==> config.mk <==
export PLATFORM = sky130hd
export DESIGN_NAME = steer_en
export DESIGN_NICKNAME = d
export VERILOG_FILES = /design/src/rtl/segway_pkg.sv /design/src/rtl/steer_tmr.sv /design/src/rtl/steer_en.sv
export SDC_FILE = /design/constraint.sdc
export NUM_CORES = 1
export LEC_CHECK = 0
export CAP_MARGIN = 20
export CORE_UTILIZATION = 40
export CTS_BUF_LIST = sky130_fd_sc_hd__clkbuf_4 sky130_fd_sc_hd__clkbuf_8
export DETAILED_ROUTE_END_ITERATION = 6
export SLEW_MARGIN = 20
export SYNTH_ARGS = -nofsm -noshare
export SYNTH_HDL_FRONTEND = slang
export SYNTH_SLANG_ARGS = --single-unit
==> constraint.sdc <==
create_clock -name clk -period 12 [get_ports clk]
set_clock_uncertainty 0.2 [all_clocks]
set_input_delay 1.2 -clock clk [delete_from_list [all_inputs] [get_ports clk]]
set_output_delay 1.2 -clock clk [all_outputs]
set_load 0.05 [all_outputs]
==> src/rtl/segway_pkg.sv <==
// Shared types and default constants for the Segway rider-detect / steering-enable slice.
package segway_pkg;

   typedef enum logic [1:0] {
      IDLE  = 2'd0,
      WAIT  = 2'd1,
      STEER = 2'd2
   } steer_state_t;

   localparam logic [11:0] DFLT_MIN_RIDER_WT  = 12'h200;
   localparam logic [7:0]  DFLT_WT_HYSTERESIS = 8'h40;

   localparam int unsigned TMR_W_FAST = 15;
   localparam int unsigned TMR_W      = 26;

   // Clamp a 13-bit two's-complement value into the 12-bit signed range.
   function automatic logic [11:0] sat12(input logic [12:0] d);
      logic [11:0] r;
      if (d[12] && !d[11])
         r = 12'h800;
      else if (!d[12] && d[11])
         r = 12'h7FF;
      else
         r = d[11:0];
      return r;
   endfunction

endpackage

==> src/rtl/steer_tmr.sv <==
// Settling timer for steer_en: 26-bit up-counter with clear/increment and a full flag.
module steer_tmr
   import segway_pkg::*;
#(
   parameter bit FAST_SIM = 1'b0
) (
   input  logic clk,
   input  logic rst_n,
   input  logic clr,
   input  logic inc,
   output logic tmr_full
);

   logic [TMR_W-1:0] tmr;

   always_ff @(posedge clk or negedge rst_n) begin
      if (!rst_n)
         tmr <= '0;
      else if (clr)
         tmr <= '0;
      else if (inc)
         tmr <= tmr + 1'b1;
   end

   assign tmr_full = FAST_SIM ? (&tmr[TMR_W_FAST-1:0]) : (&tmr);

endmodule

==> src/rtl/steer_en.sv <==
// Rider-detect and steering-enable stage: captures load cells, derives rider_off with
// hysteresis, qualifies en_steer with a settling timer and balance checks.
module steer_en
   import segway_pkg::*;
#(
   parameter bit          FAST_SIM      = 1'b0,
   parameter logic [11:0] MIN_RIDER_WT  = DFLT_MIN_RIDER_WT,
   parameter logic [7:0]  WT_HYSTERESIS = DFLT_WT_HYSTERESIS
) (
   input  logic        clk,
   input  logic        rst_n,
   input  logic        vld,
   input  logic [11:0] lft_ld,
   input  logic [11:0] rght_ld,
   output logic [11:0] ld_cell_diff,
   output logic        rider_off,
   output logic        en_steer
);

   steer_state_t state, nxt_state;

   logic [11:0] lft_smp, rght_smp;
   logic [12:0] sum, thr_hi, thr_lo;
   logic [11:0] adiff;
   logic        sum_gt_min, sum_lt_min;
   logic        diff_gt_1_4, diff_gt_15_16;
   logic        tmr_clr, tmr_inc, tmr_full;

   always_ff @(posedge clk or negedge rst_n) begin
      if (!rst_n) begin
         lft_smp      <= '0;
         rght_smp     <= '0;
         ld_cell_diff <= '0;
      end else if (vld) begin
         lft_smp      <= lft_ld;
         rght_smp     <= rght_ld;
         ld_cell_diff <= sat12({1'b0, lft_ld} - {1'b0, rght_ld});
      end
   end

   always_comb begin
      sum           = {1'b0, lft_smp} + {1'b0, rght_smp};
      adiff         = (lft_smp >= rght_smp) ? (lft_smp - rght_smp) : (rght_smp - lft_smp);
      thr_hi        = {1'b0, MIN_RIDER_WT} + {5'b0, WT_HYSTERESIS};
      thr_lo        = {1'b0, MIN_RIDER_WT} - {5'b0, WT_HYSTERESIS};
      sum_gt_min    = sum > thr_hi;
      sum_lt_min    = sum < thr_lo;
      diff_gt_1_4   = {1'b0, adiff} > (sum >> 2);
      diff_gt_15_16 = {1'b0, adiff} > (sum - (sum >> 4));
   end

   // Readings inside the hysteresis band leave rider_off unchanged.
   always_ff @(posedge clk or negedge rst_n) begin
      if (!rst_n)
         rider_off <= 1'b1;
      else if (sum_lt_min)
         rider_off <= 1'b1;
      else if (sum_gt_min)
         rider_off <= 1'b0;
   end

   always_comb begin
      nxt_state = state;
      tmr_clr   = 1'b0;
      tmr_inc   = 1'b0;
      case (state)
         IDLE: begin
            if (sum_gt_min) begin
               nxt_state = WAIT;
               tmr_clr   = 1'b1;
            end
         end
         WAIT: begin
            if (sum_lt_min)
               nxt_state = IDLE;
            else if (diff_gt_1_4)
               tmr_clr = 1'b1;
            else if (tmr_full)
               nxt_state = STEER;
            else
               tmr_inc = 1'b1;
         end
         STEER: begin
            if (sum_lt_min)
               nxt_state = IDLE;
            else if (diff_gt_15_16) begin
               nxt_state = WAIT;
               tmr_clr   = 1'b1;
            end
         end
         default: nxt_state = IDLE;
      endcase
   end

   always_ff @(posedge clk or negedge rst_n) begin
      if (!rst_n) begin
         state    <= IDLE;
         en_steer <= 1'b0;
      end else begin
         state    <= nxt_state;
         en_steer <= (nxt_state == STEER);
      end
   end

   steer_tmr #(
      .FAST_SIM (FAST_SIM)
   ) u_tmr (
      .clk      (clk),
      .rst_n    (rst_n),
      .clr      (tmr_clr),
      .inc      (tmr_inc),
      .tmr_full (tmr_full)
   );

endmodule
### Word-level counts from Yosys, hierarchy flattened

Cells that the tools add are included.

| operators by class | value |
|---|---|
| add/subtract/negate cells | 6 |
| multiply operators | 0 |
| div/mod/pow operators | 0 |
| magnitude comparators | 5 |
| equality and inequality tests | 3 |
| shift-type cells | 0 |
| mux-type cells | 24 |
| bitwise gates (word level) | 0 |
| reduce and logical (&&, ||, !) cells | 8 |

Operator list:

| cell | number |
|---|---|
| $mux 26 | 2 |
| $mux 12 | 3 |
| $add 26x1->26 const B | 1 |
| $reduce_and 26->1 | 1 |
| $sub 12x12->12 | 2 |
| $add 12x12->13 | 1 |
| $gt 12x13->1 | 1 |
| $gt 13x10->1 const B | 1 |
| $lt 13x9->1 const B | 1 |
| $sub 12x12->13 | 1 |
| $sub 13x9->13 | 1 |
| $ge 12x12->1 | 1 |
| $gt 12x11->1 | 1 |
| $mux 2 | 6 |
| $mux 1 | 11 |
| $pmux 2 s3 | 1 |
| $eq 2x2->1 const B | 2 |
| $reduce_bool 2->1 | 2 |
| $pmux 1 s3 | 1 |
| $eq 2x1->1 const B | 1 |
| $logic_and 1x1->1 | 2 |
| $logic_not 1->1 | 2 |
| $logic_not 2->1 | 1 |

| word-level totals | value |
|---|---|
| register bits after elaboration | 66 |
| latch bits | 0 |
| bits in writable memories | 0 |
| bits in read-only memories | 0 |
| input port bits | 27 |
| output and inout port bits | 14 |
| memories | 0 |

### Longest topological paths before layout

| logic depth | value |
|---|---|
| depth in word-level cells | 8 |
| depth in mapped cells | 29 |
| gate-level depth less buffers | 28 |

### Hierarchy

From an unflattened synthesis, not the netlist that was laid out.

| second synthesis, totals | value |
|---|---|
| cell total of the unflattened synthesis | 795 |
| area, all modules | 6632.6 µm² |

By module, submodules not included:

| module | instances | cells each | area each (µm²) | sequential area each (µm²) |
|---|---|---|---|---|
| steer_en | 1 | 650 | 5253.8 | 1002.2 |
| steer_tmr | 1 | 145 | 1378.8 | 650.6 |

### Worst setup path before layout

Ideal clock, no wire load.

| timing | value |
|---|---|
| path kind | reg-to-reg |
| start point | register lft_smp[1] |
| end point | register u_tmr.tmr[0] |
| setup time | 0.119 ns |
| arrival time | 5.020 ns |
| slack | 6.662 ns |
| cell stages (with the launch flop) | 23 |
| path buffers | 1 |
| period minus slack after synthesis | 5.338 ns |
| path through | dfrtp_1 > inv_1 > ha_1 > nand2b_1 > a2111o_1 > a211oi_1 > nor2_1 > xnor2_1 > ha_1 > a21o_1 > a31oi_1 > o31a_1 > xor2_1 > ha_1 > a21o_1 > a21oi_1 > a21oi_1 > nand2_1 > and4b_1 > nor2_1 > o311ai_4 > buf_4 > nor2_1 |

| on the way | value |
|---|---|
| cells in the longest elaborated chain, start to end | 7 |
| elaborated cells between the ends (all ways) | 21 |

Ends and longest elaborated chain:

| element | RTL line | RTL |
|---|---|---|
| start: declaration | steer_en.sv:22 | `logic [11:0] lft_smp, rght_smp;` |
| start signal: assignment | steer_en.sv:35 | `lft_smp <= lft_ld;` |
| $add 12x12->13 (tied with other cells) | steer_en.sv:42 | `sum = {1'b0, lft_smp} + {1'b0, rght_smp};` |
| $sub 13x9->13 / $mux 12 (equally long branches) | steer_en.sv:49, steer_en.sv:43 |  |
| $gt 12x13->1 / $gt 12x11->1 (equally long branches) | steer_en.sv:49, steer_en.sv:48 |  |
| $mux 1, on equally long branches | steer_en.sv:86, steer_en.sv:76 |  |
| $mux 1, on equally long branches | steer_en.sv:84, steer_en.sv:74 |  |
| $pmux 1 s3 / $mux 1 (equally long branches) | steer_en.sv:66 | `case (state)` |
| $mux 26 / $reduce_bool 2->1 (equally long branches) | -- |  |
| end signal: assignment | steer_tmr.sv:22 | `tmr <= tmr + 1'b1;` |
| end: declaration | steer_tmr.sv:14 | `logic [TMR_W-1:0] tmr;` |

Several ways; a longest one is shown, not always the timed one.
A chain may end at the register's enable or synchronous reset.

### Worst setup path after layout

| timing | value |
|---|---|
| start point | register lft_smp[5] |
| end point | register u_tmr.tmr[18] |

The elaborated chain is that of the path after synthesis.

==> summary.md <==
| Metric | Value |
|---|---|
| Worst r2r path cells | 26 |
| First-pass GRT wire length | 26200 um |
| TNS Setup | 0 ns |
| Die footprint | 16300 sq um |
| Synth warnings | 0 |
| Total power | 1290 uW |
| NumNets Final | 893 |
| Reg2reg end | u_tmr.tmr[18] |
| Reg2Reg Setup Slack | 5.80 ns |
| Cts repair resizes | 0 |
| Worst Path Required | 12.05 ns |
| Fmax | 0.161 GHz |
| Slew margin rel. | 36.1% |
| Worst Hold Class | register to register |
| Ant diodes | 0 |
| DR pass1 iterations | 5 |
| Slew Viols, Final | 0 |
| Max stage delay on crit path | 0.63 ns |
| # hold bufs at CTS | 0 |
| Post-Synthesis Cells | 754 |
| Via/cell ratio | 5.41 |
| CP max stage cell | ha_1 |
| Unrepaired setup endpoints after global routing | false |
| Setup Fix Bufs, Post-CTS | 0 |
| Via count of the first global-routing pass | 5556 |
| Status | complete, no violations |
| Clk_lat worst skew | 0.37 ns |
| Final Non-Filler Cells | 996 |
| Maxcap violations | 0 |
| Core Footprint | 15300 sq um |
| Endpoints failing setup | 0 |
| Most used cell along the critical path | nor2_1 |
| Worst-path clk slew | 0.10 ns |
| Post-synth net total | 867 |
| Design area | 7090 sq um |
| Critical Path Start | lft_smp[5] |
| Number of cells on the critical path | 26 |
| Initial antenna violation count | 0 |
| Layout area overhead | 12.1% |
| Tot GR Track Use | 19.7% |
| RR Startpoint | lft_smp[5] |
| CTS Root Buffer Type | clkbuf_8 |
| Register area share after synthesis | 26.1% |
| Post-DP HPWL | 11700 um |
| H-tree depth | 3 |
| Worst Setup EP | u_tmr.tmr[18] |
| Largest net degree at the start of global routing | 67 |
| Final WL | 15200 um |
| Peak supply drop | 0.0852 mV |
| Critical path buffer and inverter count | 3 |
| Initial DRC count | 260 |
| Starting Density | 41.3% |
| Ys flop type | dfrtp_1 |
| Most frequent cell after synthesis | ha_1 |
| Slew at the pin closest to its max-slew limit | 0.959 ns |
| Fin. Hold Viols | 0 |
| PwrDens | 182 nW/um^2 |
| Num CTS Buffers | 9 |
| Critical Path End Type | register |
| Worst setup SP type | register |
| Synth top area share | 25.7% |
| Grt ovf | 0 |
| Synth top area cells | dfrtp_1 (26%), ha_1 (16%), xor2_1 (5.0%), nor2_1 (4.4%), inv_1 (4.0%) |
| DR vias | 5393 |
| Yosys cell types | 72 |
| P_leak | 0.00325 uW |
| # IOs | 41 |
| Syn Area/Cell | 8.39 sq um |
| I/O Buffers | 40 |
| Layout cells sized above 1 | 5.48% |
| Placer Congestion | 0.933 |
| Die H | 128 um |
| Clock tree buffer depth | 2 |
| Critical path data arrival time | 6.25 ns |
| DRC violations left | 0 |
| Kind of critical path | register to register |
| Row count | 45 |
| Top post-synthesis cells by count | ha_1 (81), nor2_1 (75), inv_1 (68) |
| Register bit total from synthesis | 66 |
| Detail Route Antenna Nets | 0 |
| Critical Path Fanout Max | 18 |
| DIE WIDTH | 128 um |
| Routed length per placed instance | 15.2 um |
| CTS sink cnt | 66 |
| Tmin final | 6.20 ns |
| Ys async rst share | 100% |
| CTS tree | yes |
| Placed cells | 979 |
| Post-synth EDFFs | 0 |
| Cell taking the most area after synthesis | dfrtp_1 |
| Final period utilization | 51.7% |
| Delay-heaviest family, CP | compound AO/OA/AOI/OAI gates |
| Post-Place Cell Area | 6860 sq um |
| Synthesized area | 6330 sq um |
==> cell type report <==
| type | count | area, sq um |
|---|---|---|
| Fill cell | 1546 | 8220 |
| Multi-Input combinational cell | 591 | 4280 |
| Sequential cell | 66 | 1650 |
| Timing Repair Buffer | 42 | 409 |
| Tap cell | 211 | 264 |
| Inverter | 70 | 263 |
| Clock buffer | 9 | 124 |
| Clock inverter | 7 | 101 |
==> cell families after synthesis <==
group / after synthesis / share of synthesized area [%]
xor+xnor: 65 / 9.00
flops: 66 / 26.1
simple gates: 263 / 21.0
buf+inv: 97 / 6.23
fa+ha+maj: 86 / 17.6
mux: 10 / 1.70
compound gates: 167 / 18.3
==> state kept, by name (all words and copies together), names as in the netlist <==
name          flops
lft_smp          12
u_tmr.tmr        26
state             2
rght_smp         12
rider_off         1
ld_cell_diff     12
en_steer          1
==> metrics by stage <==
stage,utilization [%],hold WS [ns],setup WS [ns]
after floorplan,-,0.297,6.66
after global placement,44.8,0.251,5.74
after detailed placement,44.8,0.265,5.52
after CTS,46.3,0.278,5.52
after global routing,46.3,0.294,5.25
final,46.3,0.273,5.80
==> tightest hold or removal path, delay by kind of cell, from the launching register on <==
kind,cells,cell delay [ns]
flip-flops,1,0.39
AND/OR/NAND/NOR,2,0.10
==> power breakdown <==
part	internal [uW]	total (uW)	switching, uW
registers	243	257	13.9
clock network	119	219	100
logic	323	812	489
==> placed cells by master (no fill, tap or decap), types with 8 or more instances in the layout <==
cell type	count
xnor2_1	29
ha_1	81
nor2_1	75
a21oi_1	39
xor2_1	36
nor2b_1	12
nor3_1	19
inv_1	68
nand2_1	54
nand2b_1	8
nand3_1	25
and3_1	11
a21o_1	15
a211oi_1	9
clkbuf_8	9
dfrtp_1	65
o21ai_0	45
clkdlybuf4s50_1	38
nand4_1	19
==> worst min path at each step <==
stage | from | endpoint | slack (ns) | depth (start not counted)
after floorplan | u_tmr.tmr[10] | u_tmr.tmr[10] | 0.30 | 2
after global placement | rider_off | rider_off | 0.25 | 2
after detailed placement | rider_off | rider_off | 0.26 | 2
after CTS | rider_off | rider_off | 0.28 | 2
after global routing | rider_off | rider_off | 0.29 | 2
final | rider_off | rider_off | 0.27 | 2
==> layer usage <==
metal,wire [um],vias to the layer above,track usage [%]
met5,0,-,0
met4,372,0,7.89
met3,430,27,2.67
met2,7010,101,31.8
met1,7360,2566,26.6
li1,-,2699,-
(Power assumes the default switching activity.)
